File: config.mk
export PLATFORM = sky130hd
export DESIGN_NAME = fetch_tlb_array_flat
export DESIGN_NICKNAME = d
export VERILOG_FILES = /design/src/rtl/fetch_tlb_array_pkg.sv /design/src/rtl/fetch_tlb_array_if.sv /design/src/rtl/fetch_tlb_array_match.sv /design/src/rtl/fetch_tlb_array.sv /design/src/flat_wrapper.sv
export SDC_FILE = /design/constraint.sdc
export NUM_CORES = 1
export LEC_CHECK = 0
export BUFFER_PORTS_ARGS = -buffer_cell sky130_fd_sc_hd__buf_2
export CAP_MARGIN = 5
export CORE_MARGIN = 2
export CORE_UTILIZATION = 60
export CTS_CLUSTER_SIZE = 30
export DETAILED_ROUTE_END_ITERATION = 7
export PLACE_DENSITY = 0.81
export SLEW_MARGIN = 10
export SYNTH_ARGS = -nofsm -noshare
export SYNTH_HDL_FRONTEND = slang
export SYNTH_HIERARCHICAL = 1
export SYNTH_SLANG_ARGS = --single-unit
File: constraint.sdc
create_clock -name clk -period 7.9 [get_ports clk]
set_clock_uncertainty 0.05 [all_clocks]
set_input_delay 0 -clock clk [delete_from_list [all_inputs] [get_ports clk]]
set_output_delay 0 -clock clk [all_outputs]
set_load 0.03 [all_outputs]
File: src/rtl/fetch_tlb_array_pkg.sv
// Shared constants for the fetch TLB: entry field layout and replacement pointer sizing.
// Entry layout (LSB first): valid, present, rw, pfn, vpn.
package fetch_tlb_array_pkg;

    localparam int NUM_ENTRIES_DEF = 8;
    localparam int VPN_W_DEF       = 20;
    localparam int PFN_W_DEF       = 3;
    localparam int LIMIT_W_DEF     = 20;
    localparam int PERF_W          = 32;

    localparam int ENT_VALID_OFS   = 0;
    localparam int ENT_PRESENT_OFS = 1;
    localparam int ENT_RW_OFS      = 2;
    localparam int ENT_PFN_OFS     = 3;

    // Replacement pointer width for the default table size.
    localparam int TLB_PTR_W = $clog2(NUM_ENTRIES_DEF);

    function automatic int tlb_ptr_w(input int num_entries);
        return (num_entries < 2) ? 1 : $clog2(num_entries);
    endfunction

    function automatic int ent_vpn_ofs(input int pfn_w);
        return ENT_PFN_OFS + pfn_w;
    endfunction

    function automatic int ent_w(input int vpn_w, input int pfn_w);
        return ENT_PFN_OFS + pfn_w + vpn_w;
    endfunction

endpackage

File: src/rtl/fetch_tlb_array_if.sv
// Lookup, response and fill/flush bundle for the fetch TLB.
// master drives requests and fills; slave is the TLB.
interface fetch_tlb_array_if #(
    parameter int VPN_W   = 20,
    parameter int PFN_W   = 3,
    parameter int LIMIT_W = 20
);
    logic                 lk_valid;
    logic [VPN_W+11:0]    lk_addr;
    logic                 lk_write;
    logic [LIMIT_W-1:0]   seg_limit;

    logic                 rsp_valid;
    logic [PFN_W-1:0]     rsp_pfn;
    logic                 rsp_hit;
    logic                 rsp_page_fault;
    logic                 rsp_prot_exp;

    logic                 fill_valid;
    logic                 fill_ready;
    logic [VPN_W-1:0]     fill_vpn;
    logic [PFN_W-1:0]     fill_pfn;
    logic                 fill_present;
    logic                 fill_rw;
    logic                 flush;

    modport master (
        output lk_valid, lk_addr, lk_write, seg_limit,
        output fill_valid, fill_vpn, fill_pfn, fill_present, fill_rw, flush,
        input  rsp_valid, rsp_pfn, rsp_hit, rsp_page_fault, rsp_prot_exp, fill_ready
    );

    modport slave (
        input  lk_valid, lk_addr, lk_write, seg_limit,
        input  fill_valid, fill_vpn, fill_pfn, fill_present, fill_rw, flush,
        output rsp_valid, rsp_pfn, rsp_hit, rsp_page_fault, rsp_prot_exp, fill_ready
    );
endinterface

File: src/rtl/fetch_tlb_array_match.sv
// Per-entry comparator: lookup hit (valid, present, vpn match) and fill-target match (valid, vpn match).
// Purely combinational, no backpressure.
module tlb_entry_match #(
    parameter int VPN_W = 20
) (
    input  logic             valid,
    input  logic             present,
    input  logic [VPN_W-1:0] ent_vpn,
    input  logic [VPN_W-1:0] lk_vpn,
    input  logic [VPN_W-1:0] fill_vpn,
    output logic             lk_hit,
    output logic             fill_hit
);
    assign lk_hit   = valid & present & (ent_vpn == lk_vpn);
    assign fill_hit = valid & (ent_vpn == fill_vpn);
endmodule

File: src/rtl/fetch_tlb_array.sv
// Fully associative fetch TLB with segment-limit/write checks and round-robin replacement.
// Latency: response 1 cycle after lk_valid, full rate. Backpressure: fill_ready drops only while flush=1.
// FETCH_TLB_PERF_EN adds saturating 32-bit hit/miss counters (perf_hits, perf_misses).
module fetch_tlb_array
    import fetch_tlb_array_pkg::*;
#(
    parameter int NUM_ENTRIES = NUM_ENTRIES_DEF,
    parameter int VPN_W       = VPN_W_DEF,
    parameter int PFN_W       = PFN_W_DEF,
    parameter int LIMIT_W     = LIMIT_W_DEF
) (
    input  logic              clk,
    input  logic              rst_n,
    fetch_tlb_array_if.slave  bus
`ifdef FETCH_TLB_PERF_EN
    ,
    output logic [PERF_W-1:0] perf_hits,
    output logic [PERF_W-1:0] perf_misses
`endif
);
    localparam int AW      = VPN_W + 12;
    localparam int PTR_W   = tlb_ptr_w(NUM_ENTRIES);
    localparam int VPN_OFS = ent_vpn_ofs(PFN_W);
    localparam int ENT_W   = ent_w(VPN_W, PFN_W);
    localparam logic [AW-1:0] LINE_MASK = ~AW'(31);

    logic [ENT_W-1:0]       ent_q [NUM_ENTRIES];
    logic [PTR_W-1:0]       ptr_q;

    logic [NUM_ENTRIES-1:0] lk_hit_vec;
    logic [NUM_ENTRIES-1:0] fill_hit_vec;
    logic [VPN_W-1:0]       lk_vpn;

    logic                   lk_any;
    logic [PTR_W-1:0]       lk_idx;
    logic                   fill_match_any;
    logic [PTR_W-1:0]       fill_match_idx;
    logic                   inv_any;
    logic [PTR_W-1:0]       inv_idx;
    logic [PTR_W-1:0]       fill_idx;
    logic                   fill_advance;
    logic                   fill_fire;
    logic [ENT_W-1:0]       fill_ent;

    logic [PFN_W-1:0]       hit_pfn;
    logic                   hit_rw;
    logic                   seg_viol;
    logic                   prot_nxt;

    logic                   rsp_valid_q;
    logic                   rsp_hit_q;
    logic [PFN_W-1:0]       rsp_pfn_q;
    logic                   rsp_prot_q;

    assign lk_vpn = bus.lk_addr[AW-1:12];

    for (genvar g = 0; g < NUM_ENTRIES; g++) begin : g_match
        tlb_entry_match #(.VPN_W(VPN_W)) u_match (
            .valid    (ent_q[g][ENT_VALID_OFS]),
            .present  (ent_q[g][ENT_PRESENT_OFS]),
            .ent_vpn  (ent_q[g][VPN_OFS +: VPN_W]),
            .lk_vpn   (lk_vpn),
            .fill_vpn (bus.fill_vpn),
            .lk_hit   (lk_hit_vec[g]),
            .fill_hit (fill_hit_vec[g])
        );
    end

    // Descending scans so the lowest index wins each priority select.
    always_comb begin
        lk_any         = 1'b0;
        lk_idx         = '0;
        fill_match_any = 1'b0;
        fill_match_idx = '0;
        inv_any        = 1'b0;
        inv_idx        = '0;
        for (int i = NUM_ENTRIES - 1; i >= 0; i--) begin
            if (lk_hit_vec[i]) begin
                lk_any = 1'b1;
                lk_idx = PTR_W'(i);
            end
            if (fill_hit_vec[i]) begin
                fill_match_any = 1'b1;
                fill_match_idx = PTR_W'(i);
            end
            if (!ent_q[i][ENT_VALID_OFS]) begin
                inv_any = 1'b1;
                inv_idx = PTR_W'(i);
            end
        end
    end

    always_comb begin
        fill_idx     = ptr_q;
        fill_advance = 1'b0;
        if (fill_match_any) begin
            fill_idx = fill_match_idx;
        end else if (inv_any) begin
            fill_idx = inv_idx;
        end else begin
            fill_advance = 1'b1;
        end
    end

    always_comb begin
        fill_ent                     = '0;
        fill_ent[ENT_VALID_OFS]      = 1'b1;
        fill_ent[ENT_PRESENT_OFS]    = bus.fill_present;
        fill_ent[ENT_RW_OFS]         = bus.fill_rw;
        fill_ent[ENT_PFN_OFS +: PFN_W] = bus.fill_pfn;
        fill_ent[VPN_OFS +: VPN_W]   = bus.fill_vpn;
    end

    assign bus.fill_ready = ~bus.flush;
    assign fill_fire      = bus.fill_valid & bus.fill_ready;

    assign hit_pfn  = lk_any ? ent_q[lk_idx][ENT_PFN_OFS +: PFN_W] : '0;
    assign hit_rw   = ent_q[lk_idx][ENT_RW_OFS];
    assign seg_viol = (bus.lk_addr & LINE_MASK) > AW'(bus.seg_limit);
    assign prot_nxt = seg_viol | (bus.lk_write & lk_any & ~hit_rw);

    always_ff @(posedge clk or negedge rst_n) begin
        if (!rst_n) begin
            for (int i = 0; i < NUM_ENTRIES; i++) begin
                ent_q[i] <= '0;
            end
            ptr_q <= '0;
        end else if (bus.flush) begin
            for (int i = 0; i < NUM_ENTRIES; i++) begin
                ent_q[i][ENT_VALID_OFS] <= 1'b0;
            end
            ptr_q <= '0;
        end else if (fill_fire) begin
            ent_q[fill_idx] <= fill_ent;
            if (fill_advance) begin
                ptr_q <= ptr_q + 1'b1;
            end
        end
    end

    // Results are computed from the pre-update table, so same-cycle fills/flushes are invisible.
    always_ff @(posedge clk or negedge rst_n) begin
        if (!rst_n) begin
            rsp_valid_q <= 1'b0;
            rsp_hit_q   <= 1'b0;
            rsp_pfn_q   <= '0;
            rsp_prot_q  <= 1'b0;
        end else begin
            rsp_valid_q <= bus.lk_valid;
            rsp_hit_q   <= bus.lk_valid & lk_any;
            rsp_pfn_q   <= bus.lk_valid ? hit_pfn : '0;
            rsp_prot_q  <= bus.lk_valid & prot_nxt;
        end
    end

    assign bus.rsp_valid      = rsp_valid_q;
    assign bus.rsp_hit        = rsp_hit_q;
    assign bus.rsp_pfn        = rsp_pfn_q;
    assign bus.rsp_prot_exp   = rsp_prot_q;
    assign bus.rsp_page_fault = rsp_valid_q & ~rsp_hit_q;

`ifdef FETCH_TLB_PERF_EN
    always_ff @(posedge clk or negedge rst_n) begin
        if (!rst_n) begin
            perf_hits   <= '0;
            perf_misses <= '0;
        end else if (rsp_valid_q) begin
            if (rsp_hit_q && perf_hits != '1) begin
                perf_hits <= perf_hits + 1'b1;
            end
            if (!rsp_hit_q && perf_misses != '1) begin
                perf_misses <= perf_misses + 1'b1;
            end
        end
    end
`endif

endmodule

File: src/flat_wrapper.sv
// flat-port wrapper written by rule: the top's interface ports become plain ports
module fetch_tlb_array_flat import fetch_tlb_array_pkg::*;
#(
    parameter int NUM_ENTRIES = NUM_ENTRIES_DEF,
    parameter int VPN_W       = VPN_W_DEF,
    parameter int PFN_W       = PFN_W_DEF,
    parameter int LIMIT_W     = LIMIT_W_DEF
)
  (clk, rst_n, bus_lk_valid, bus_lk_addr, bus_lk_write, bus_seg_limit, bus_fill_valid, bus_fill_vpn, bus_fill_pfn, bus_fill_present, bus_fill_rw, bus_flush, bus_rsp_valid, bus_rsp_pfn, bus_rsp_hit, bus_rsp_page_fault, bus_rsp_prot_exp, bus_fill_ready);
  fetch_tlb_array_if #(.VPN_W(VPN_W), .PFN_W(PFN_W), .LIMIT_W(LIMIT_W)) bus_i ();
  input  logic clk;
  input  logic rst_n;
  input wire logic [$bits(bus_i.lk_valid)-1:0] bus_lk_valid;
  input wire logic [$bits(bus_i.lk_addr)-1:0] bus_lk_addr;
  input wire logic [$bits(bus_i.lk_write)-1:0] bus_lk_write;
  input wire logic [$bits(bus_i.seg_limit)-1:0] bus_seg_limit;
  input wire logic [$bits(bus_i.fill_valid)-1:0] bus_fill_valid;
  input wire logic [$bits(bus_i.fill_vpn)-1:0] bus_fill_vpn;
  input wire logic [$bits(bus_i.fill_pfn)-1:0] bus_fill_pfn;
  input wire logic [$bits(bus_i.fill_present)-1:0] bus_fill_present;
  input wire logic [$bits(bus_i.fill_rw)-1:0] bus_fill_rw;
  input wire logic [$bits(bus_i.flush)-1:0] bus_flush;
  output wire logic [$bits(bus_i.rsp_valid)-1:0] bus_rsp_valid;
  output wire logic [$bits(bus_i.rsp_pfn)-1:0] bus_rsp_pfn;
  output wire logic [$bits(bus_i.rsp_hit)-1:0] bus_rsp_hit;
  output wire logic [$bits(bus_i.rsp_page_fault)-1:0] bus_rsp_page_fault;
  output wire logic [$bits(bus_i.rsp_prot_exp)-1:0] bus_rsp_prot_exp;
  output wire logic [$bits(bus_i.fill_ready)-1:0] bus_fill_ready;
  assign bus_i.lk_valid = bus_lk_valid;
  assign bus_i.lk_addr = bus_lk_addr;
  assign bus_i.lk_write = bus_lk_write;
  assign bus_i.seg_limit = bus_seg_limit;
  assign bus_i.fill_valid = bus_fill_valid;
  assign bus_i.fill_vpn = bus_fill_vpn;
  assign bus_i.fill_pfn = bus_fill_pfn;
  assign bus_i.fill_present = bus_fill_present;
  assign bus_i.fill_rw = bus_fill_rw;
  assign bus_i.flush = bus_flush;
  assign bus_rsp_valid = bus_i.rsp_valid;
  assign bus_rsp_pfn = bus_i.rsp_pfn;
  assign bus_rsp_hit = bus_i.rsp_hit;
  assign bus_rsp_page_fault = bus_i.rsp_page_fault;
  assign bus_rsp_prot_exp = bus_i.rsp_prot_exp;
  assign bus_fill_ready = bus_i.fill_ready;
  fetch_tlb_array #(.NUM_ENTRIES(NUM_ENTRIES), .VPN_W(VPN_W), .PFN_W(PFN_W), .LIMIT_W(LIMIT_W)) u_core (.clk(clk), .rst_n(rst_n), .bus(bus_i));
endmodule
==> impl_metrics.toml <==
[clock_tree]
cts_resized = 0
cts_tree = "built"
holdBufCountCts = 16
path_clk_slew_ns = 0.06
cts.sinks = 217
cts_buffer_depth = 3
cts_made_buffers = 25
post_cts_buffers = 0
clkLatencyLatePin_ns = 0.53
clockRootBuffer = "clkbuf_16"
cts_max_level = 1

[synth]
synthXorXnorAreaFrac_pct = 22.4
synth-edff-count = 0
yosys.area.top_type = "dfrtp_1"
yosysUniqueCellTypes = 47
async_flop_share_pct = 100
netlist_area_sq_um = 12600
synth-compound-area-share_pct = 2.78
synth-adder-area-share_pct = 1.59
synthCells = 1053
synth_simple_gate_area_share_pct = 9.28
ys_ff_latch = 217
synth.area.mux_share_pct = 19.1
yosys_most_used_dff = "dfrtp_1"
synthDominantCellAreaShare_pct = 43.2
synth_top_family_by_area = "XOR/XNOR gates"
avgSynthCellArea_sq_um = 11.9
synth_warnings = 6
synth-seq-area-share_pct = 43.2
synth_nets = 1152
yosys-top-cells-area = "dfrtp_1, mux2_2, xnor2_1"

[grt]
grt_first_pass_wirelength_mm = 49.9
grt_max_degree = 131
grt_usage_pct = 29.5
first_global_vias = 8939
grt_overflow = 0
antenna_found_initial = 0

[setup_path]
critPathMostFrequentCell = "nor4_1"
slowest_stage = "nor4_1"
crit_type = "reg -> reg"
crit_arrival_ns = 5.18
cp.required_ns = 8.26
path_max_fanout = 26
slowest_delay_ns = 0.90
worst_setup_path_start_kind = "flop"
cp-end-kind = "flop"
rrSetupSlack_ns = 3.08
crit_chain = "xor2_1, nor4_1, nand4_1, nor4_1, nor4_1, nor2b_4, a311oi_4, nand2_1, mux2_2"
reg2regPathDepth = 9
timing.rr.start = "u_core/ent_q[204]"
worstReg2RegEnd = "u_core/ent_q[72]"
path_buf_inv = 0
startpoint = "u_core/ent_q[204]"
cp_top_family = "simple AND/OR/NAND/NOR gates"

[sta]
hold_viol_final = 0
setup_tns_ns = 0
min_period_ns = 4.82
max_freq_ghz = 0.207
fin_crit_sh_pct = 61.0
tightestPinTransition_ns = 1.29
relSlewSlack_pct = 13.5
setup_violations = 0
rsz0062_at_grt = "false"
drv_slew = 0

[finish]
area_growth_syn_to_layout_pct = 12.9
drive_above_1_share_pct = 29.4
final_nets = 1268
num-fill-cells = 1477
antennaDiodeCount = 0
fin_area_sq_um = 14200

[floorplanning]
die_w_um = 149
rows = 52
coreArea_sq_um = 20400
die_height_um = 149
ioPinCount = 91
die_area_sq_um = 22100
start_util_pct = 61.6

[flow_run]
drv_cap = 0

[pwr]
p_leak_nw = 6.38
powerDensity_nw_per_um2 = 213
peakVddDrop_uv = 228

[placed_design]
dp_hpwl_mm = 22.5
gp_congestion = 0.899
dpl_cell_area_sq_um = 13300
io_buffers = 85

[detailed_routing]
ant_nets = 0
routed_wl_mm = 32.3
vias = 8950
wl_per_cell_um = 22.2
post-route-drc-count = 0
via_per_inst = 6.15
first_pass_iters = 5
drt_iter0_drc = 733

[min_path]
hp-class = "in -> reg"
whs_endpoint = "u_core/ent_q[174]"
hold_start = "bus_fill_vpn[12]"
min_path_cells = 2

[status]
status = "completed"
==> cell usage in the layout, fill, tap and decap left out, types with 2 or more instances in the layout <==
master,count
mux2_2,200
o21bai_1,2
dfrtp_1,217
a211oi_1,2
nor4_2,9
nor3_1,7
inv_1,26
clkbuf_16,25
o221ai_1,3
a21o_1,5
buf_4,6
nor4_1,44
nor4b_1,2
xor2_1,129
mux2_1,7
inv_6,2
nand4_1,62
clkbuf_1,7
nor2_1,19
nor2b_2,2
mux2i_1,7
ha_1,16
nand3_1,10
nor2b_1,6
a31oi_1,2
o21ai_0,16
clkinv_2,5
o31ai_1,2
xnor2_1,193
clkbuf_8,4
a21oi_1,11
dlygate4sd3_1,16
buf_2,84
nand2_1,14
o22ai_1,3
nand2b_1,2
==> worst max-delay path by stage <==
stage                     cells after the start                 to  slack [ns]
final                                         9   u_core/ent_q[72]        3.08
after global routing                          9   u_core/ent_q[72]        2.92
after CTS                                     9   u_core/ent_q[72]        3.20
after detailed placement                      9   u_core/ent_q[53]        3.22
after global placement                        9   u_core/ent_q[70]        3.31
after floorplan                              10  u_core/ent_q[162]        4.67
==> per-layer routing <==
metal	vias to the layer above	track usage, %	share of wire, %
li1	3991	-	-
met1	4551	39.5	42
met2	333	50.0	49
met5	-	0	0
met3	75	3.49	5.7
met4	0	10.5	3.6
==> synth_stat cells, types with 12 or more instances <==
master   number
mux2_2      200
dfrtp_1     217
xor2_1      129
xnor2_1     193
buf_2        12
inv_1        26
ha_1         16
nand2_1      14
nor2_1       19
o21ai_0      16
nor4_1       44
nand4_1      62
==> report_power, final <==
part | leakage [nW] | internal (mW) | switching (mW)
Clock | 0.374 | 0.619 | 0.448
Combinational | 3.11 | 0.299 | 0.270
Sequential | 2.90 | 1.25 | 0.137
Total | 6.38 | 2.16 | 0.856
==> flip-flops by register name, indices dropped and copies added (netlist names) <==
signal                   cells
u_core/bus.rsp_pfn           3
u_core/bus.rsp_prot_exp      1
u_core/ent_q               208
u_core/ptr_q                 3
u_core/bus.rsp_hit           1
u_core/bus.rsp_valid         1
==> logic make-up after synthesis <==
group / Yosys count
buf+inv: 44
compound gates: 52
simple gates: 188
mux: 214
flops: 217
xor+xnor: 322
fa+ha+maj: 16
==> layout make-up <==
cell class | count | area [sq um] | share of cell area, %
timing repair buffer | 107 | 641 | 4.51
inverter | 26 | 97.6 | 0.687
multi-input combinational | 792 | 6940 | 48.9
tap | 270 | 338 | 2.38
clock buffer | 36 | 707 | 4.98
sequential | 217 | 5430 | 38.2
clock inverter | 7 | 42.5 | 0.300
==> metrics by stage <==
step | util (%) | worst slack (ns) | cells | hold slack [ns] | power, mW
2_1_floorplan | - | 4.67 | 1053 | -0.346 | 1.75
3_3_place_gp | 65.0 | 3.31 | 1396 | 0.141 | 1.93
3_5_place_dp | 65.0 | 3.22 | 1396 | 0.139 | 1.96
6_report | 69.5 | 3.08 | 1455 | 0.0146 | 3.02
4_1_cts | 69.5 | 3.20 | 1455 | 0.00209 | 3.03
5_1_grt | 69.5 | 2.92 | 1455 | 0.0261 | 3.14
Power figures use the tool's default switching activity.
